==> src/rtl/scan_ctrl_pkg.sv <==
// Shared definitions for the scan chain sequencer.
// Contents: FSM state encoding and counter-width helper.
package scan_ctrl_pkg;

  typedef enum logic [2:0] {
    ST_IDLE,
    ST_LOAD,
    ST_SHIFT,
    ST_CAPTURE,
    ST_UNLOAD,
    ST_DONE
  } state_t;

  // Width of a counter that must hold 0..n-1; never narrower than one bit.
  function automatic int cnt_w(input int n);
    return (n <= 2) ? 1 : $clog2(n);
  endfunction

endpackage

==> src/rtl/scan_shift_reg.sv <==
// Parallel-load shift register for the scan sequencer.
// Shifts right (bit 0 leaves first), new bits enter at the top. A bit counter
// tracks shifts since the last load/clear and flags the final bit of a pass.
// Ports:
//   clk, rst       clock, asynchronous active-high reset
//   load/load_data parallel load (also clears the bit counter)
//   clear          zero the register and the bit counter
//   shift, sin     shift one position, sin enters at bit CHAIN_LEN-1
//   data           current register contents (data[0] is the serial output)
//   last_bit       high while the counter sits on CHAIN_LEN-1
module scan_shift_reg #(
  parameter int CHAIN_LEN = 8,
  parameter int BCNT_W    = 3
) (
  input  logic                 clk,
  input  logic                 rst,
  input  logic                 load,
  input  logic [CHAIN_LEN-1:0] load_data,
  input  logic                 clear,
  input  logic                 shift,
  input  logic                 sin,
  output logic [CHAIN_LEN-1:0] data,
  output logic                 last_bit
);

  logic [BCNT_W-1:0] bcnt;

  always_ff @(posedge clk or posedge rst) begin
    if (rst) begin
      data <= '0;
      bcnt <= '0;
    end else if (load) begin
      data <= load_data;
      bcnt <= '0;
    end else if (clear) begin
      data <= '0;
      bcnt <= '0;
    end else if (shift) begin
      data <= {sin, data[CHAIN_LEN-1:1]};
      bcnt <= bcnt + 1'b1;
    end
  end

  assign last_bit = (bcnt == BCNT_W'(CHAIN_LEN - 1));

endmodule

==> src/rtl/scan_chain_ctrl.sv <==
// Scan test sequencer for one chain of scan flip-flops.
// Accepts parallel patterns over valid/ready, shifts each into the chain
// (se=1), runs CAP_CYCLES capture cycles (se=0), and returns each captured
// response as a parallel word while the next pattern is being shifted in.
// Ports:
//   CLK, reset            clock, asynchronous active-high reset
//   start, num_pat        begin a run of num_pat patterns (sampled in IDLE)
//   busy, done            run in progress / one-cycle end-of-run pulse
//   pat_data/valid/ready  pattern input handshake (ready only in LOAD)
//   se, chain_en          scan enable and clock enable to the chain
//   scan_out, scan_in     serial data to chain head / from chain tail
//   resp_data/valid       captured response word, one-cycle valid pulse
module scan_chain_ctrl
  import scan_ctrl_pkg::*;
#(
  parameter int CHAIN_LEN  = 8,
  parameter int CAP_CYCLES = 1,
  parameter int PCNT_W     = 8
) (
  input  logic                 CLK,
  input  logic                 reset,
  input  logic                 start,
  input  logic [PCNT_W-1:0]    num_pat,
  output logic                 busy,
  output logic                 done,
  input  logic [CHAIN_LEN-1:0] pat_data,
  input  logic                 pat_valid,
  output logic                 pat_ready,
  output logic                 se,
  output logic                 chain_en,
  output logic                 scan_out,
  input  logic                 scan_in,
  output logic [CHAIN_LEN-1:0] resp_data,
  output logic                 resp_valid
);

  localparam int BCNT_W = cnt_w(CHAIN_LEN);
  localparam int CCNT_W = cnt_w(CAP_CYCLES);

  state_t              state;
  state_t              state_next;
  logic [PCNT_W-1:0]   pcnt;
  logic [PCNT_W-1:0]   pcnt_next;
  logic [CCNT_W-1:0]   ccnt;
  logic [CCNT_W-1:0]   ccnt_next;
  logic                first;
  logic                first_next;
  logic                sr_load;
  logic                sr_clear;
  logic                sr_shift;
  logic                last_bit;
  logic                resp_upd;
  logic                zero_start;
  logic [CHAIN_LEN-1:0] shreg;
  logic [CHAIN_LEN-1:0] shreg_shifted;

  scan_shift_reg #(
    .CHAIN_LEN (CHAIN_LEN),
    .BCNT_W    (BCNT_W)
  ) u_shreg (
    .clk       (CLK),
    .rst       (reset),
    .load      (sr_load),
    .load_data (pat_data),
    .clear     (sr_clear),
    .shift     (sr_shift),
    .sin       (scan_in),
    .data      (shreg),
    .last_bit  (last_bit)
  );

  // Value the shift register takes on this edge; the response is the word
  // after the final shift, which includes the bit sampled right now.
  assign shreg_shifted = {scan_in, shreg[CHAIN_LEN-1:1]};

  assign pat_ready = (state == ST_LOAD);
  assign scan_out  = shreg[0];

  always_ff @(posedge CLK or posedge reset) begin
    if (reset) begin
      state <= ST_IDLE;
      pcnt  <= '0;
      ccnt  <= '0;
      first <= 1'b1;
    end else begin
      state <= state_next;
      pcnt  <= pcnt_next;
      ccnt  <= ccnt_next;
      first <= first_next;
    end
  end

  always_comb begin
    state_next = state;
    pcnt_next  = pcnt;
    ccnt_next  = ccnt;
    first_next = first;
    sr_load    = 1'b0;
    sr_clear   = 1'b0;
    sr_shift   = 1'b0;
    resp_upd   = 1'b0;
    zero_start = 1'b0;
    case (state)
      ST_IDLE: begin
        if (start) begin
          if (num_pat != '0) begin
            state_next = ST_LOAD;
            pcnt_next  = num_pat;
            first_next = 1'b1;
          end else begin
            zero_start = 1'b1;
          end
        end
      end
      ST_LOAD: begin
        if (pat_valid) begin
          sr_load    = 1'b1;
          state_next = ST_SHIFT;
        end
      end
      ST_SHIFT, ST_UNLOAD: begin
        sr_shift = 1'b1;
        if (last_bit) begin
          // The first pass shifts out whatever the chain held before the run.
          resp_upd   = !first;
          ccnt_next  = '0;
          state_next = (state == ST_SHIFT) ? ST_CAPTURE : ST_DONE;
        end
      end
      ST_CAPTURE: begin
        if (ccnt == CCNT_W'(CAP_CYCLES - 1)) begin
          pcnt_next  = pcnt - 1'b1;
          first_next = 1'b0;
          if (pcnt != PCNT_W'(1)) begin
            state_next = ST_LOAD;
          end else begin
            sr_clear   = 1'b1;
            state_next = ST_UNLOAD;
          end
        end else begin
          ccnt_next = ccnt + 1'b1;
        end
      end
      ST_DONE: begin
        state_next = ST_IDLE;
      end
      default: begin
        state_next = ST_IDLE;
      end
    endcase
  end

  // Outputs are decoded from the next state so the registered values line up
  // with the state they describe.
  always_ff @(posedge CLK or posedge reset) begin
    if (reset) begin
      busy       <= 1'b0;
      done       <= 1'b0;
      se         <= 1'b0;
      chain_en   <= 1'b0;
      resp_valid <= 1'b0;
      resp_data  <= '0;
    end else begin
      busy       <= (state_next != ST_IDLE);
      done       <= (state_next == ST_DONE) || zero_start;
      se         <= (state_next == ST_SHIFT) || (state_next == ST_UNLOAD);
      chain_en   <= (state_next == ST_SHIFT) || (state_next == ST_UNLOAD) ||
                    (state_next == ST_CAPTURE);
      resp_valid <= resp_upd;
      if (resp_upd) begin
        resp_data <= shreg_shifted;
      end
    end
  end

endmodule

==> config.mk <==
export PLATFORM = sky130hd
export DESIGN_NAME = scan_chain_ctrl
export DESIGN_NICKNAME = d
export VERILOG_FILES = /design/src/rtl/scan_ctrl_pkg.sv /design/src/rtl/scan_shift_reg.sv /design/src/rtl/scan_chain_ctrl.sv
export SDC_FILE = /design/constraint.sdc
export NUM_CORES = 1
export LEC_CHECK = 0
export ABC_AREA = 1
export CAP_MARGIN = 40
export CORE_ASPECT_RATIO = 0.6
export CORE_MARGIN = 1.5
export CORE_UTILIZATION = 45
export CTS_BUF_LIST = sky130_fd_sc_hd__clkbuf_4 sky130_fd_sc_hd__clkbuf_8 sky130_fd_sc_hd__clkbuf_16
export CTS_CLUSTER_SIZE = 10
export DETAILED_ROUTE_END_ITERATION = 12
export PLACE_DENSITY = 0.84
export REMOVE_ABC_BUFFERS = 1
export SLEW_MARGIN = 5
export SYNTH_ARGS = -nofsm -noshare
export SYNTH_HDL_FRONTEND = slang
export SYNTH_HIERARCHICAL = 1
export SYNTH_SLANG_ARGS = --single-unit
==> constraint.sdc <==
create_clock -name CLK -period 1.5 [get_ports CLK]
set_input_delay 0.225 -clock CLK [delete_from_list [all_inputs] [get_ports CLK]]
set_output_delay 0.225 -clock CLK [all_outputs]
set_load 0.05 [all_outputs]
[Word-level counts from Yosys, hierarchy flattened]
Index checks and enable logic that the tools add are counted.
Cells by class
  mux-type cells: 36
  equality and inequality tests: 14
  add/sub/neg operators: 3
  reductions and logical operators: 13
Operators with widths (count)
  2-to-1 mux 8 bit: 6
  2-to-1 mux 3 bit: 10
  2-to-1 mux 1 bit: 16
  one-hot mux 8 bit (2 select lines): 1
  equality test 3 x 2 -> 1 bit, second input constant: 4
  equality test 3 bit, second input constant: 4
  one-hot mux 3 bit (4 select lines): 1
  != test 2 bit, second input constant: 4
  != test 8 x 1 -> 1 bit, second input constant: 1
  nonzero test 8 bit: 1
  subtractor 8 x 1 -> 8 bit, second input constant: 1
  nonzero test 3 bit: 2
  one-hot mux 1 bit (2 select lines): 2
  AND reduction 4 bit: 1
  nonzero test 2 bit: 2
  adder 3 x 1 -> 3 bit, second input constant: 1
  equality test 3 x 1 -> 1 bit, second input constant: 1
  zero test 3 bit: 1
  logical OR 1 bit: 3
  AND reduction 2 bit: 1
  OR reduction 2 bit: 1
  adder 1 bit, second input constant: 1
  zero test 1 bit: 1
Storage, ports and cells
  output and inout port bits: 15
  logic and storage cells: 78
  register bits after elaboration: 37
  bits of input ports: 21

[Longest topological paths before layout]
  depth in word-level cells: 7
  mapped depth: 11
  mapped depth without buffers: 11

[Hierarchy]
The synthesis kept the hierarchy.
Modules (own cells, without submodules)
  scan_chain_ctrl: seq. area each 626.9 µm², area an instance 1265.0 µm², cells each 164, instances 1
  scan_shift_reg: seq. area each 275.3 µm², area an instance 655.6 µm², cells each 93, instances 1

[Worst setup path after synthesis]
Ideal clock, no wire load.
  path type: register to register
  start: reg pcnt[0]
  end: reg u_shreg.data[1]
  buffers on the path: 1
  arrival: 1.279 ns
  period minus slack after synthesis: 1.391 ns
  setup time: 0.113 ns
  data required time: 1.387 ns
  setup slack: 0.109 ns
  stages on the path, launching flop included: 11
  path through: dfrtp_1 -> ha_1 -> nand2_1 -> nor2_1 -> nand2_1 -> inv_1 -> nor2_8 -> buf_8 -> nand3_1 -> nand2_1 -> inv_1
On the way
  word-level cells in the longest chain between the ends: 6
RTL lines
  start, declared: line scan_chain_ctrl.sv:42  | logic [PCNT_W-1:0] pcnt;
  start signal, assigned: line scan_chain_ctrl.sv:87  | pcnt <= pcnt_next;
  != test 8 x 1 -> 1 bit (*): line scan_chain_ctrl.sv:134  | if (pcnt != PCNT_W'(1)) begin
  2-to-1 mux 1 bit (*): line scan_chain_ctrl.sv:134
  2-to-1 mux 1 bit (*): line scan_chain_ctrl.sv:131  | if (ccnt == CCNT_W'(CAP_CYCLES - 1)) begin
  2-to-1 mux 1 bit (*): line scan_chain_ctrl.sv:103  | case (state)
  net sr_clear: line scan_chain_ctrl.sv:49  | logic sr_clear;
  2-to-1 mux 8 bit: line scan_shift_reg.sv:35  | end else if (clear) begin
  2-to-1 mux 8 bit: line scan_shift_reg.sv:32  | end else if (load) begin
  end signal, assigned: line scan_shift_reg.sv:33  | data <= load_data;
  end signal, assigned: line scan_shift_reg.sv:39  | data <= {sin, data[CHAIN_LEN-1:1]};
  end, declared: line scan_shift_reg.sv:22  | output logic [CHAIN_LEN-1:0] data,
The timed path passes the listed nets; every way through them passes the cells marked *.
A chain may end at the register's enable or synchronous reset.

[Worst setup path after layout]
  start: reg state[1]
  end: reg done
RTL lines
  start, declared: line scan_chain_ctrl.sv:40  | state_t state;
  start signal, assigned: line scan_chain_ctrl.sv:86  | state <= state_next;
  equality test 3 x 2 -> 1 bit / equality test 3 bit (equally long branches): line scan_chain_ctrl.sv:103
  OR reduction 2 bit: line scan_chain_ctrl.sv:103
  one-hot mux 3 bit (4 select lines) (*): line scan_chain_ctrl.sv:103
  net state_next[0]: line scan_chain_ctrl.sv:41  | state_t state_next;
  equality test 3 bit (*): line scan_chain_ctrl.sv:165  | done <= (state_next == ST_DONE) || zero_start;
  logical OR 1 bit (*): line scan_chain_ctrl.sv:165
  end signal, assigned: line scan_chain_ctrl.sv:165
  end, declared: line scan_chain_ctrl.sv:25  | output logic done,
Marked as above.

==> flow_metrics.tcl <==
set metrics [dict create \
    status "completed" \
    hold_viol 0 \
    rsz0062_at_grt "true" \
    fin_area_um2 2620 \
    fmax_mhz 689 \
    nNetsFinal 340 \
    power.density_nw_per_um2 1930 \
    synthTopCellsByArea "dfrtp_1 46%, nand2_1 20%, inv_1 6.6%" \
    setup.worst_path.start_class "flop" \
    numCtsBuffers 5 \
    leakage_uw 0.00143 \
    setup.worst_path.end_class "flop" \
    r2r-end "done$_DFF_PP0_" \
    antenna_found_initial 0 \
    slew_headroom_pct 70.6 \
    core.rowCount 18 \
    ctsHoldBuffers 0 \
    wirelength_mm 4.74 \
    yosys.area_share.simple_pct 34.9 \
    reg2reg_from "state[1]$_DFF_PP0_" \
    grt_first_pass_wirelength_mm 7.71 \
    synth_top_cell_by_area "dfrtp_1" \
    grt_max_degree 26 \
    yosys_warnings 6 \
    die_w_um 87.3 \
    grt_pass1_vias 1688 \
    ant_nets 0 \
    drtIter0Drc 126 \
    dieArea_um2 4680 \
    r2r_slack_ps 50 \
    grt-ovfl-total 0 \
    finalClockSkew_ps 5.43 \
    fp.dieH_um 53.6 \
    crit_path_end "done$_DFF_PP0_" \
    drv_cap 0 \
    wl_per_cell_um 12.6 \
    worst_r2r_path_depth 9 \
    dp_hpwl_mm 3.22 \
    grtUsageTotal_pct 22.3 \
    synth-compound-area-share_pct 5.08 \
    ys_ff_latch 36 \
    crit_fanout 7 \
    finalCritPeriodShare_pct 96.8 \
    setup_violations 0 \
    cts_root_buffer "clkbuf_8" \
    clock_latency_ps 290 \
    hold_class "in2async" \
    gp_congestion 0.845 \
    yosysSeqAreaShare_pct 47.0 \
    htreeDepth 2 \
    syn_inst 257 \
    final-max-slew-violation-count 0 \
    layout-drive-gt1-share_pct 21.8 \
    start_util_pct 46.9 \
    synthXorXnorAreaFrac_pct 0.912 \
    cp_data_arrival_time_ps 1630 \
    drc 0 \
    finalPower_uw 5070 \
    postSynthAreaPerCell_um2 7.47 \
    hold_ws_ps 254 \
    io_buffers 35 \
    synthAdderAreaFrac_pct 2.61 \
    ir_worst_vdd_mv 1.01 \
    crit_type "reg2reg" \
    place_area_um2 2390 \
    synthDistinctLibCells 28 \
    worstPathRequired_ps 1680 \
    cts_buffer_depth 2 \
    drt_pre_antenna_iters 4 \
    synth_top_area_share_pct 45.6 \
    tightestPinTransition_ps 440 \
    synthMuxAreaShare_pct 0 \
    core-area_um2 4100 \
    crit_path_start "state[1]$_DFF_PP0_" \
    syn_to_final_growth_pct 36.4 \
    vias 1785 \
    clk_transition_reported_paths_ps 70 \
    via_per_inst 4.75 \
    io_pins 36 \
    netlist_area_um2 1920 \
    fin_crit_ps 1450 \
    clock-sinks 36 \
    diodes 0 \
    cts_tree "yes" \
    synth_top_family_by_area "simple AND/OR/NAND/NOR gates" \
]
state kept, by name, indices dropped and copies added (netlist names), 3 cells and up:
register / count
pcnt: 8
u_shreg/data: 8
state: 3
u_shreg/bcnt: 3
resp_data: 8
synthesized netlist by cell type:
master	number
nand2_1	102
dfrtp_1	35
inv_1	34
nor2_1	24
nand3_1	18
o21ai_0	10
ha_1	4
inv_2	3
nand4_1	3
buf_2	2
nand2_2	2
nor2_2	2
o21ai_1	2
xnor2_1	2
a21oi_1	1
buf_6	1
buf_8	1
clkinv_1	1
clkinv_2	1
dfstp_2	1
nand2_4	1
nand3_4	1
nand3b_1	1
nor2_8	1
o211ai_1	1
o21ai_2	1
o21ai_4	1
or2_0	1
final cells by class:
cell class,instances,area (um2)
Fill cell,354,1480
Multi-Input combinational cell,181,903
Sequential cell,36,902
Timing Repair Buffer,52,473
Inverter,39,155
Clock buffer,6,76.3
Tap cell,60,75.1
Clock inverter,2,35.0
worst min-delay path by stage:
| stage | startpoint | to | slack, ps | depth (start not counted) |
|---|---|---|---|---|
| 5_1_grt | reset | u_shreg/data[3]$_DFFE_PP0P_ | 300 | 2 |
| 3_5_place_dp | u_shreg/data[5]$_DFFE_PP0P_ | resp_data[4]$_DFFE_PP0P_ | 460 | 2 |
| 6_report | reset | u_shreg/data[3]$_DFFE_PP0P_ | 250 | 2 |
| 4_1_cts | reset | u_shreg/data[3]$_DFFE_PP0P_ | 260 | 2 |
| 3_3_place_gp | u_shreg/data[7]$_DFFE_PP0P_ | resp_data[6]$_DFFE_PP0P_ | 450 | 2 |
| 2_1_floorplan | reset | u_shreg/bcnt[0]$_DFFE_PP0P_ | 80 | 1 |
worst max-delay path, cell delays in order (launching register included):
cell	delay [ps]
dfrtp_1	380
buf_4	140
nor2_2	40
nand2_2	110
nand2_4	110
buf_4	150
a21oi_1	120
nand3_1	140
nand2_1	90
nand2_1	60
cells in the final DEF (no fill, tap or decap), types with 2 or more instances in the layout:
master           count
xnor2_1              2
inv_2                5
nand2_2              3
nand4_1              3
nor2_1              21
buf_12               2
clkinv_2             2
o21ai_0              9
o21ai_1              3
ha_1                 3
buf_6                2
clkbuf_8             5
nor2_2               4
inv_1               31
nand3_1             16
dfrtp_1             35
nand2_4              2
nor2_4               4
buf_4               28
clkdlybuf4s50_1     20
nand3_2              2
nand2_1            100
per-layer routing:
layer  global-route usage (%)  wire length [um]  vias up
li1                         -                 -      902
met1                     30.7              2270      806
met2                     34.4              2090       71
met3                     5.52               321        6
met4                     8.73                63        0
met5                        0                 0        -
logic make-up after synthesis:
family / Yosys count
AO/OA/AOI/OAI: 16
flip-flops: 36
adder cells (fa/ha/maj): 4
XOR/XNOR: 2
buffers and inverters: 43
AND/OR/NAND/NOR: 156
per-stage QoR:
stage                     utilization, %  setup WS, ps  TNS (ps)  cells
after CTS                           61.4          1.20         0    370
after floorplan                        -         -78.9      -649    253
final                               63.9          48.4         0    376
after global routing                63.9         -33.1      -176    376
after global placement              58.2         -70.1      -533    360
after detailed placement            58.2          -127      -986    360
timing repair:
action                                  in CTS  in global routing
buffers inserted                             2                  3
cloned                                       0                  3
pin swaps                                    1                  6
endpoints found under the setup margin       8                 24
resized for setup                            1                 20
where the power goes:
group	internal, uW	switching [uW]	leakage, uW
sequential	1360	281	0.000446
clock	511	358	0.0000586
combinational	979	1580	0.000925
(Power assumes the default switching activity.)
